## config.mk

```make
export PLATFORM = sky130hd
export DESIGN_NAME = muldiv_seq_flat
export DESIGN_NICKNAME = d
export VERILOG_FILES = /design/src/rtl/muldiv_seq_if.sv /design/src/rtl/muldiv_seq.sv /design/src/flat_wrapper.sv
export SDC_FILE = /design/constraint.sdc
export NUM_CORES = 1
export LEC_CHECK = 0
export ABC_AREA = 1
export BUFFER_PORTS_ARGS = -buffer_cell sky130_fd_sc_hd__clkbuf_2
export CORE_MARGIN = 2
export CORE_UTILIZATION = 40
export CTS_BUF_LIST = sky130_fd_sc_hd__clkbuf_8
export DETAILED_ROUTE_END_ITERATION = 8
export HOLD_SLACK_MARGIN = 0.15
export PLACE_DENSITY = 0.66
export SLEW_MARGIN = 20
export SYNTH_ARGS = -nofsm -noshare
export SYNTH_HDL_FRONTEND = slang
export SYNTH_SLANG_ARGS = --single-unit
export TNS_END_PERCENT = 10
```

## constraint.sdc

```tcl
create_clock -name clk -period 3.92 [get_ports clk]
set_input_delay 0.784 -clock clk [delete_from_list [all_inputs] [get_ports clk]]
set_output_delay 0.784 -clock clk [all_outputs]
set_load 0.03 [all_outputs]
```

## src/rtl/muldiv_seq_if.sv

```systemverilog
// Handshake and operand bundle between the execute stage and the RV32M
// multiply/divide sequencer.
interface muldiv_seq_if #(
  parameter int XLEN = 32
);
  logic            startE;
  logic [2:0]      funct3E;
  logic [XLEN-1:0] SrcAE;
  logic [XLEN-1:0] SrcBE;
  logic            killE;
  logic            busyE;
  logic            doneE;
  logic [XLEN-1:0] resultE;

  modport master (
    output startE, funct3E, SrcAE, SrcBE, killE,
    input  busyE, doneE, resultE
  );

  modport slave (
    input  startE, funct3E, SrcAE, SrcBE, killE,
    output busyE, doneE, resultE
  );
endinterface

```

## src/rtl/muldiv_seq.sv

```systemverilog
// Iterative RV32M multiply/divide sequencer: 32-step shift-add multiply or
// restoring divide on operand magnitudes, sign applied on entry to DONE.
module muldiv_seq #(
  parameter int XLEN = 32
) (
  input logic         clk,
  input logic         reset,
  muldiv_seq_if.slave bus
);
  localparam int CW = $clog2(XLEN);

  typedef enum logic [1:0] {IDLE, MUL, DIV, DONE} state_t;

  state_t            state;
  logic [2:0]        f3;
  logic [XLEN-1:0]   ma;
  logic [2*XLEN-1:0] acc;
  logic [CW-1:0]     cnt;
  logic              neg_q;
  logic              neg_r;
  logic              busy;
  logic              done;
  logic [XLEN-1:0]   result;

  assign bus.busyE   = busy;
  assign bus.doneE   = done;
  assign bus.resultE = result;

  // Operand decode for a start request
  logic            signed_a, signed_b, sa, sb;
  logic [XLEN-1:0] mag_a, mag_b;
  logic            div_zero, div_ovf;
  logic [XLEN-1:0] special_res;

  always_comb begin
    signed_a = !(bus.funct3E == 3'b011 || bus.funct3E == 3'b101 ||
                 bus.funct3E == 3'b111);
    signed_b = (bus.funct3E == 3'b000 || bus.funct3E == 3'b001 ||
                bus.funct3E == 3'b100 || bus.funct3E == 3'b110);
    sa       = signed_a & bus.SrcAE[XLEN-1];
    sb       = signed_b & bus.SrcBE[XLEN-1];
    mag_a    = sa ? -bus.SrcAE : bus.SrcAE;
    mag_b    = sb ? -bus.SrcBE : bus.SrcBE;
    div_zero = bus.funct3E[2] && (bus.SrcBE == '0);
    div_ovf  = bus.funct3E[2] && !bus.funct3E[0] &&
               (bus.SrcAE == {1'b1, {(XLEN-1){1'b0}}}) && (bus.SrcBE == '1);
    if (div_zero)
      special_res = bus.funct3E[1] ? bus.SrcAE : '1;
    else
      special_res = bus.funct3E[1] ? '0 : {1'b1, {(XLEN-1){1'b0}}};
  end

  // One iteration of each datapath; acc holds {high/remainder, low/quotient}
  logic [XLEN:0]     mul_sum;
  logic [2*XLEN-1:0] mul_next;
  logic [XLEN:0]     div_sh, div_diff;
  logic [2*XLEN-1:0] div_next;
  logic [2*XLEN-1:0] prod;
  logic [XLEN-1:0]   mul_res, div_res, quo, rem;

  always_comb begin
    mul_sum  = {1'b0, acc[2*XLEN-1:XLEN]} + (acc[0] ? {1'b0, ma} : '0);
    mul_next = {mul_sum, acc[XLEN-1:1]};
    div_sh   = acc[2*XLEN-1:XLEN-1];
    div_diff = div_sh - {1'b0, ma};
    if (div_diff[XLEN])
      div_next = {div_sh[XLEN-1:0], acc[XLEN-2:0], 1'b0};
    else
      div_next = {div_diff[XLEN-1:0], acc[XLEN-2:0], 1'b1};
    prod    = neg_q ? -mul_next : mul_next;
    mul_res = (f3[1:0] == 2'b00) ? prod[XLEN-1:0] : prod[2*XLEN-1:XLEN];
    quo     = div_next[XLEN-1:0];
    rem     = div_next[2*XLEN-1:XLEN];
    if (f3[1])
      div_res = neg_r ? -rem : rem;
    else
      div_res = neg_q ? -quo : quo;
  end

  always_ff @(posedge clk) begin
    if (!reset) begin
      state  <= IDLE;
      f3     <= '0;
      ma     <= '0;
      acc    <= '0;
      cnt    <= '0;
      neg_q  <= 1'b0;
      neg_r  <= 1'b0;
      busy   <= 1'b0;
      done   <= 1'b0;
      result <= '0;
    end else if (bus.killE) begin
      state <= IDLE;
      busy  <= 1'b0;
      done  <= 1'b0;
    end else begin
      done <= 1'b0;
      case (state)
        IDLE, DONE: begin
          if (bus.startE) begin
            f3    <= bus.funct3E;
            neg_q <= sa ^ sb;
            neg_r <= sa;
            cnt   <= CW'(XLEN-1);
            if (div_zero || div_ovf) begin
              state  <= DONE;
              busy   <= 1'b0;
              done   <= 1'b1;
              result <= special_res;
            end else if (bus.funct3E[2]) begin
              ma    <= mag_b;
              acc   <= {{XLEN{1'b0}}, mag_a};
              state <= DIV;
              busy  <= 1'b1;
            end else begin
              ma    <= mag_a;
              acc   <= {{XLEN{1'b0}}, mag_b};
              state <= MUL;
              busy  <= 1'b1;
            end
          end else begin
            state <= IDLE;
            busy  <= 1'b0;
          end
        end
        MUL, DIV: begin
          acc <= (state == MUL) ? mul_next : div_next;
          cnt <= cnt - 1'b1;
          if (cnt == '0) begin
            state  <= DONE;
            busy   <= 1'b0;
            done   <= 1'b1;
            result <= (state == MUL) ? mul_res : div_res;
          end
        end
        default: begin
          state <= IDLE;
          busy  <= 1'b0;
        end
      endcase
    end
  end
endmodule

```

## src/flat_wrapper.sv

```systemverilog
// flat-port wrapper written by rule: the top's interface ports become plain ports
module muldiv_seq_flat 
#(
  parameter int XLEN = 32
)
  (clk, reset, bus_startE, bus_funct3E, bus_SrcAE, bus_SrcBE, bus_killE, bus_busyE, bus_doneE, bus_resultE);
  muldiv_seq_if #(.XLEN(XLEN)) bus_i ();
  input logic clk;
  input logic reset;
  input wire logic [$bits(bus_i.startE)-1:0] bus_startE;
  input wire logic [$bits(bus_i.funct3E)-1:0] bus_funct3E;
  input wire logic [$bits(bus_i.SrcAE)-1:0] bus_SrcAE;
  input wire logic [$bits(bus_i.SrcBE)-1:0] bus_SrcBE;
  input wire logic [$bits(bus_i.killE)-1:0] bus_killE;
  output wire logic [$bits(bus_i.busyE)-1:0] bus_busyE;
  output wire logic [$bits(bus_i.doneE)-1:0] bus_doneE;
  output wire logic [$bits(bus_i.resultE)-1:0] bus_resultE;
  assign bus_i.startE = bus_startE;
  assign bus_i.funct3E = bus_funct3E;
  assign bus_i.SrcAE = bus_SrcAE;
  assign bus_i.SrcBE = bus_SrcBE;
  assign bus_i.killE = bus_killE;
  assign bus_busyE = bus_i.busyE;
  assign bus_doneE = bus_i.doneE;
  assign bus_resultE = bus_i.resultE;
  muldiv_seq #(.XLEN(XLEN)) u_core (.clk(clk), .reset(reset), .bus(bus_i));
endmodule
```

# Yosys cells after proc, flatten, opt, wreduce, memory -nomap -nowiden
# Index checks and enable logic that the tools add are counted.
totals:
  register_bits: 141
  latch_bits: 0
  ram_bits: 0
  rom_bits: 0
  in_bits: 71
  output_inout_bits: 34
  word_cells: 102
  mem_count: 0
op_classes:
  n_addsub: 8
  mul: 0
  n_div: 0
  n_lt_le_gt_ge: 0
  n_eq_ne: 15
  shifts: 0
  mux: 38
  bitwise: 6
  reduce_logical: 25
op_table:
  columns: ["operator", "count"]
  rows:
  - ["2-to-1 mux 32 bit", 16]
  - ["2-to-1 mux 64 bit", 5]
  - ["negation 32 bit", 4]
  - ["case mux 64 bit (2 select lines)", 1]
  - ["== test 32 bit (second input constant)", 2]
  - ["negation 64 bit", 1]
  - ["case mux 32 bit (2 select lines)", 1]
  - ["adder 32 x 33 -> 33 bit", 1]
  - ["subtractor 33 x 32 -> 33 bit", 1]
  - ["logical NOT 32 bit", 1]
  - ["== test 3 bit (second input constant)", 4]
  - ["case mux 5 bit (2 select lines)", 1]
  - ["2-to-1 mux 2 bit", 4]
  - ["AND reduction 4 bit", 2]
  - ["logical OR 1 bit", 6]
  - ["2-to-1 mux 1 bit", 6]
  - ["AND reduction 3 bit", 2]
  - ["OR reduction 2 bit", 3]
  - ["logical NOT 5 bit", 1]
  - ["2-to-1 mux 5 bit", 1]
  - ["subtractor 5 x 1 -> 5 bit (second input constant)", 1]
  - ["== test 2 bit (second input constant)", 2]
  - ["logical AND 1 bit", 4]
  - ["logical NOT 2 bit", 2]
  - ["other kinds (13)", 20]

# Logic depth before layout (Yosys ltp)
depth:
  word_depth: 10
  ltp_mapped: 33
  ltp_nobuf: 31

# Worst setup path after synthesis
# No wires, ideal clock.
synth_timing:
  path_kind: "flip-flop to flip-flop"
  from: "register u_core.acc[31]"
  to: "register u_core.result[24] (netlist: u_core.bus.resultE[24])"
  t_arrival_ns: 3.399
  required_time_ns: 3.850
  path_slack_ns: 0.450
  stages_incl_launch_ff: 32
  n_path_buf: 2
  period_less_slack_ns: 3.470
  cell_sequence: "dfxtp_1 -> inv_1 -> ha_1 -> fa_1 -> inv_1 -> nand2_1 -> nand2_1 -> nand3_1 -> nand2_2 -> nand2_1 -> nand2_2 -> nand2_4 -> nand2_2 -> nand2_2 -> nand2_2 -> buf_6 -> buf_12 -> nand2_2 -> o21ai_4 -> ha_1 -> nand3_1 -> nor2_2 -> nand4_1 -> nand2_2 -> nand2_1 -> nand2_1 -> nand3_1 -> nand2_1 -> nand2_1 -> nand2_1 -> nand2_1 -> a21oi_1"
synth_via:
  elab_chain_len: 8
  elab_cells_between_ends: 13
synth_lines:
  columns: ["element", "line", "text"]
  rows:
  - ["from (decl)", "muldiv_seq.sv:17", "logic [2*XLEN-1:0] acc;"]
  - ["from (signal assigned)", "muldiv_seq.sv:112", "acc <= {{XLEN{1'b0}}, mag_a};"]
  - ["from (signal assigned)", "muldiv_seq.sv:117", "acc <= {{XLEN{1'b0}}, mag_b};"]
  - ["from (signal assigned)", "muldiv_seq.sv:127", "acc <= (state == MUL) ? mul_next : div_next;"]
  - ["subtractor 33 x 32 -> 33 bit", "muldiv_seq.sv:65", "div_diff = div_sh - {1'b0, ma};"]
  - ["2-to-1 mux 64 bit", "muldiv_seq.sv:66", "if (div_diff[XLEN])"]
  - ["negation 32 bit, on equally long branches", "muldiv_seq.sv:77, muldiv_seq.sv:75", null]
  - ["2-to-1 mux 32 bit, on equally long branches", "muldiv_seq.sv:77, muldiv_seq.sv:75", null]
  - ["2-to-1 mux 32 bit", "muldiv_seq.sv:74", "if (f3[1])"]
  - ["2-to-1 mux 32 bit (*)", "muldiv_seq.sv:133", "result <= (state == MUL) ? mul_res : div_res;"]
  - ["2-to-1 mux 32 bit (*)", "muldiv_seq.sv:129", "if (cnt == '0) begin"]
  - ["case mux 32 bit (2 select lines) (*)", "muldiv_seq.sv:98", "case (state)"]
  - ["to (signal assigned)", "muldiv_seq.sv:109", "result <= special_res;"]
  - ["to (signal assigned)", "muldiv_seq.sv:133", null]
  - ["to (decl)", "muldiv_seq.sv:23", "logic [XLEN-1:0] result;"]
# Every way passes the cells marked *; elsewhere a longest branch is shown, timed or not. The select of a mux whose other input is x is not followed.
# A chain may end at the register's enable or synchronous reset.

# Final worst setup path
layout_timing:
  from: "register u_core.ma[29]"
  to: "register u_core.result[10] (netlist: u_core.bus.resultE[10])"
layout_via:
  elab_chain_len: 8
  elab_cells_between_ends: 10
layout_lines:
  columns: ["element", "line", "text"]
  rows:
  - ["from (decl)", "muldiv_seq.sv:16", "logic [XLEN-1:0] ma;"]
  - ["from (signal assigned)", "muldiv_seq.sv:111", "ma <= mag_b;"]
  - ["from (signal assigned)", "muldiv_seq.sv:116", "ma <= mag_a;"]
  - ["subtractor 33 x 32 -> 33 bit (*)", "muldiv_seq.sv:65", null]
  - ["2-to-1 mux 64 bit (*)", "muldiv_seq.sv:66", null]
  - ["negation 32 bit, on equally long branches", "muldiv_seq.sv:77, muldiv_seq.sv:75", null]
  - ["2-to-1 mux 32 bit, on equally long branches", "muldiv_seq.sv:77, muldiv_seq.sv:75", null]
  - ["2-to-1 mux 32 bit (*)", "muldiv_seq.sv:74", null]
  - ["2-to-1 mux 32 bit (*)", "muldiv_seq.sv:133", null]
  - ["2-to-1 mux 32 bit (*)", "muldiv_seq.sv:129", null]
  - ["case mux 32 bit (2 select lines) (*)", "muldiv_seq.sv:98", null]
# Marks and branches as above.

==> flow_metrics.py <==
metrics = {
    "synth": {
        "post_synth.cell_area_avg_um2": 5.57,
        "yosys.cell_count.top_type": "sky130_fd_sc_hd__nand2_1",
        "synth-edff-count": 0,
        "syn_area_um2": 17900,
        "post_synthesis_register_bit_count": 141,
        "synth_cells": 3204,
        "ys_async_sr_fraction": 0,
        "synth_largest_type_area_fraction": 0.180,
        "postSynthNetCount": 3350,
        "ys.warnings.count": 0,
        "synth.lib_cells_used.distinct": 59,
        "ys_top_cells_by_count": "858 x sky130_fd_sc_hd__nand2_1, 399 x sky130_fd_sc_hd__inv_1, 312 x sky130_fd_sc_hd__nor2_1",
        "synth-main-ff-cell": "sky130_fd_sc_hd__dfxtp_1",
        "dominant_cell_type_by_area_after_synthesis": "sky130_fd_sc_hd__nand2_1",
        "synth.top_cells.by_area": "sky130_fd_sc_hd__nand2_1 18%, sky130_fd_sc_hd__dfxtp_1 16%, sky130_fd_sc_hd__a21oi_1 8.4%, sky130_fd_sc_hd__inv_1 8.4%, sky130_fd_sc_hd__nor2_1 6.6%",
        "synth.yosys.seq_area_share": 0.158,
    },
    "setup_path": {
        "reg_to_reg_slack_setup_ns": 0.06,
        "worst_ep_arrival_ns": 4.33,
        "r2r_start": "u_core.ma[29]",
        "critical_path.startpoint_type": "flip-flop",
        "timing.critical_path.from": "u_core.ma[29]",
        "endpoint_kind": "flip-flop",
        "crit_required_ns": 4.38,
        "timing.setup.critical_path_class": "flip-flop to flip-flop",
        "cp_max_fo": 4,
    },
    "power_and_ir_drop": {
        "power_density_nw_per_um2": 296,
        "clock_power_share": 0.195,
        "internal_power_mw": 3.12,
        "combinationalPowerShare": 0.544,
        "switchingPower_mw": 3.12,
        "ir_drop_worst_case_vdd_uv": 231,
        "seqPwrFrac": 0.262,
        "static-leakage-power_nw": 10.6,
        "totalPowerFinal_mw": 6.25,
        "swShare": 0.500,
    },
    "sta": {
        "worstMarginPinSlew_ns": 0.951,
        "timing.final.crit_share": 0.986,
        "max_slew_margin": 0.365,
        "setup_viol": 0,
        "clock_skew_ns": 0.0227,
        "fmax_mhz": 259,
        "timing_hold_violations_final": 0,
        "post-route-min-period_ns": 3.86,
        "report.final.slew_viol_count": 0,
        "grt_setup_unrepaired": "true",
    },
    "place": {
        "placed_area_um2": 20200,
        "hpwlAfterDp_um": 73300,
        "gp_congestion": 1.11,
        "place.port_buffers": 104,
    },
    "clock_network": {
        "clock_tree.buffer_depth": 2,
        "cts_made_buffers": 17,
        "total_clock_sinks": 141,
        "clkTransAtPathRegs_ns": 0.10,
        "clk_root_buffer_cell": "sky130_fd_sc_hd__clkbuf_8",
        "cts.hold.buffers_added": 0,
        "clk-insertion-delay-late_ns": 0.53,
        "h_tree_depth": 4,
        "cts_tree": "yes",
    },
    "route": {
        "drt_pass1_iterations": 6,
        "route.vias.total": 23100,
        "detail_route.drc_violations": 0,
        "wl_per_cell_um": 22.5,
        "drt-vias-per-instance": 5.76,
        "route.final.wire_length_um": 90600,
        "drc_marker_count_from_the_first_detailed_route_iteration": 2749,
        "drt.antenna.violating_nets": 0,
    },
    "floorplan": {
        "die-height_um": 215,
        "die-width_um": 215,
        "effective_utilization_at_floorplan": 0.405,
        "fp.dieArea_um2": 46300,
        "core_footprint_um2": 44100,
        "boundaryPins": 105,
        "row_count": 77,
    },
    "finish": {
        "stdcell_area_um2": 21100,
        "final_net_count": 3562,
        "num_antenna_cells": 0,
        "final_layout_size_suffix_gt1_frac": 0.165,
        "area.growth.synth_to_final_pct": 18.3,
        "filler_cell_count": 4924,
    },
    "global_route": {
        "antenna_found_initial": 1,
        "grt_pass1_vias": 21300,
        "grt_max_degree": 70,
        "global_route_wire_length_before_repair_um": 133000,
        "grt_util_all_layers": 0.380,
        "total_grt_overflow": 0,
    },
    "flow_run": {
        "drv.max_cap_violation_count": 0,
    },
    "hold_path": {
        "hold_path.class": "flip-flop to flip-flop",
        "startpoint_of_the_lowest_slack_hold_path": "u_core.bus.resultE[6]",
    },
    "run_status": {
        "outcome": "finished clean",
    },
}
==> critical path: stages (launching register included) <==
cell	delay, ns
sky130_fd_sc_hd__dfxtp_1	0.47
sky130_fd_sc_hd__inv_1	0.14
sky130_fd_sc_hd__ha_1	0.36
sky130_fd_sc_hd__nand2_1	0.09
sky130_fd_sc_hd__nor2_1	0.20
sky130_fd_sc_hd__nand2_1	0.12
sky130_fd_sc_hd__inv_1	0.11
sky130_fd_sc_hd__a21oi_4	0.09
sky130_fd_sc_hd__buf_4	0.16
sky130_fd_sc_hd__nand3_4	0.13
sky130_fd_sc_hd__nand2_4	0.12
sky130_fd_sc_hd__buf_4	0.16
sky130_fd_sc_hd__o21ai_2	0.13
sky130_fd_sc_hd__ha_2	0.23
sky130_fd_sc_hd__nand2_1	0.07
sky130_fd_sc_hd__nor2_1	0.09
sky130_fd_sc_hd__nand3_1	0.12
sky130_fd_sc_hd__o21ai_0	0.23
sky130_fd_sc_hd__nor2_1	0.07
sky130_fd_sc_hd__o221ai_1	0.31
sky130_fd_sc_hd__nand2_1	0.21
sky130_fd_sc_hd__a21oi_1	0.17
==> logic make-up (layout without fill, tap and decap cells) <==
kind of cell               Yosys count  after routing  share of synthesized area
muxes                                1              1                   0.000561
and+or+nand+nor                   1573           1574                      0.377
AOI/OAI and AO/OA                  730            730                      0.230
DFF                                141            141                      0.158
buffers and inverters              565            788                      0.123
adders and majority gates           75             75                     0.0534
xor gates and xnor gates           119            119                     0.0584
==> registers in the layout, indices dropped and copies added, names as in the netlist, 2 cells and up <==
signal / cells
u_core.acc: 64
u_core.bus.resultE: 32
u_core.ma: 32
u_core.cnt: 5
u_core.f3: 2
u_core.state: 2
==> stage by stage <==
step                setup slack (ns)  cells   util  TNS (ns)  hold slack, ns
global placement              0.0376   3974  0.458         0           0.463
CTS                        0.0000910   4005  0.467         0           0.483
finish                        0.0558   4020  0.479         0           0.480
detailed placement          -0.00871   3974  0.458   -0.0157           0.464
global route                 -0.0939   4020  0.479    -0.669           0.516
floorplan                      0.450   3204      -         0           0.448
==> layout make-up <==
| class | count | area (um^2) | share of cell area |
|---|---|---|---|
| Multi-Input combinational cell | 2499 | 13200 | 0.626 |
| Sequential cell | 141 | 2850 | 0.135 |
| Timing Repair Buffer | 329 | 2350 | 0.111 |
| Inverter | 428 | 1610 | 0.0761 |
| Tap cell | 592 | 741 | 0.0351 |
| Clock buffer | 17 | 234 | 0.0111 |
| Clock inverter | 14 | 133 | 0.00628 |
==> path summary, 6_finish.rpt <==
check,endpoint,cells past startpoint
hold / removal,u_core.bus.resultE[6],2
setup / recovery,u_core.bus.resultE[10],21
hold reg to reg,u_core.bus.resultE[6],2
setup reg to reg,u_core.bus.resultE[10],21
==> layer usage <==
metal / track usage / up-vias / wire [um]
li1: - / 10900 / -
met1: 0.478 / 10500 / 35300
met2: 0.586 / 1418 / 38700
met3: 0.0855 / 324 / 9850
met4: 0.241 / 2 / 6800
met5: 0 / - / 11
==> power groups by stage <==
stage	clock (mW)	combinational (mW)	sequential, mW
after global placement	0	3.14	1.66
final	1.22	3.40	1.64
after floorplan	0	2.00	1.63
after global routing	1.28	3.65	1.64
after CTS	1.22	3.15	1.63
after detailed placement	0	3.13	1.66
==> what timing repair did <==
action	4_1_cts	5_1_grt
pin swaps	0	15
gates resized for setup	2	109
buffers inserted	0	11
setup endpoints to repair	4	26
gates cloned	0	4
==> layout by cell type (no fill, tap or decap), types with 15 or more instances in the layout <==
cell type,count
sky130_fd_sc_hd__ha_1,60
sky130_fd_sc_hd__dfxtp_2,15
sky130_fd_sc_hd__dfxtp_1,125
sky130_fd_sc_hd__nor2_1,297
sky130_fd_sc_hd__a31oi_1,37
sky130_fd_sc_hd__o21ai_1,24
sky130_fd_sc_hd__inv_2,24
sky130_fd_sc_hd__a21oi_1,290
sky130_fd_sc_hd__nand2_1,843
sky130_fd_sc_hd__xor2_1,93
sky130_fd_sc_hd__clkbuf_2,104
sky130_fd_sc_hd__o2111ai_1,17
sky130_fd_sc_hd__nor2_4,15
sky130_fd_sc_hd__nand2_2,37
sky130_fd_sc_hd__clkbuf_8,17
sky130_fd_sc_hd__nand3_1,194
sky130_fd_sc_hd__nand4_1,39
sky130_fd_sc_hd__o21ai_0,223
sky130_fd_sc_hd__nor3_1,51
sky130_fd_sc_hd__a21oi_2,15
sky130_fd_sc_hd__buf_4,215
sky130_fd_sc_hd__inv_1,398
sky130_fd_sc_hd__xnor2_1,23
sky130_fd_sc_hd__o211ai_1,52
sky130_fd_sc_hd__nor2_2,22
Note: power is estimated with default switching activity, not from simulation.
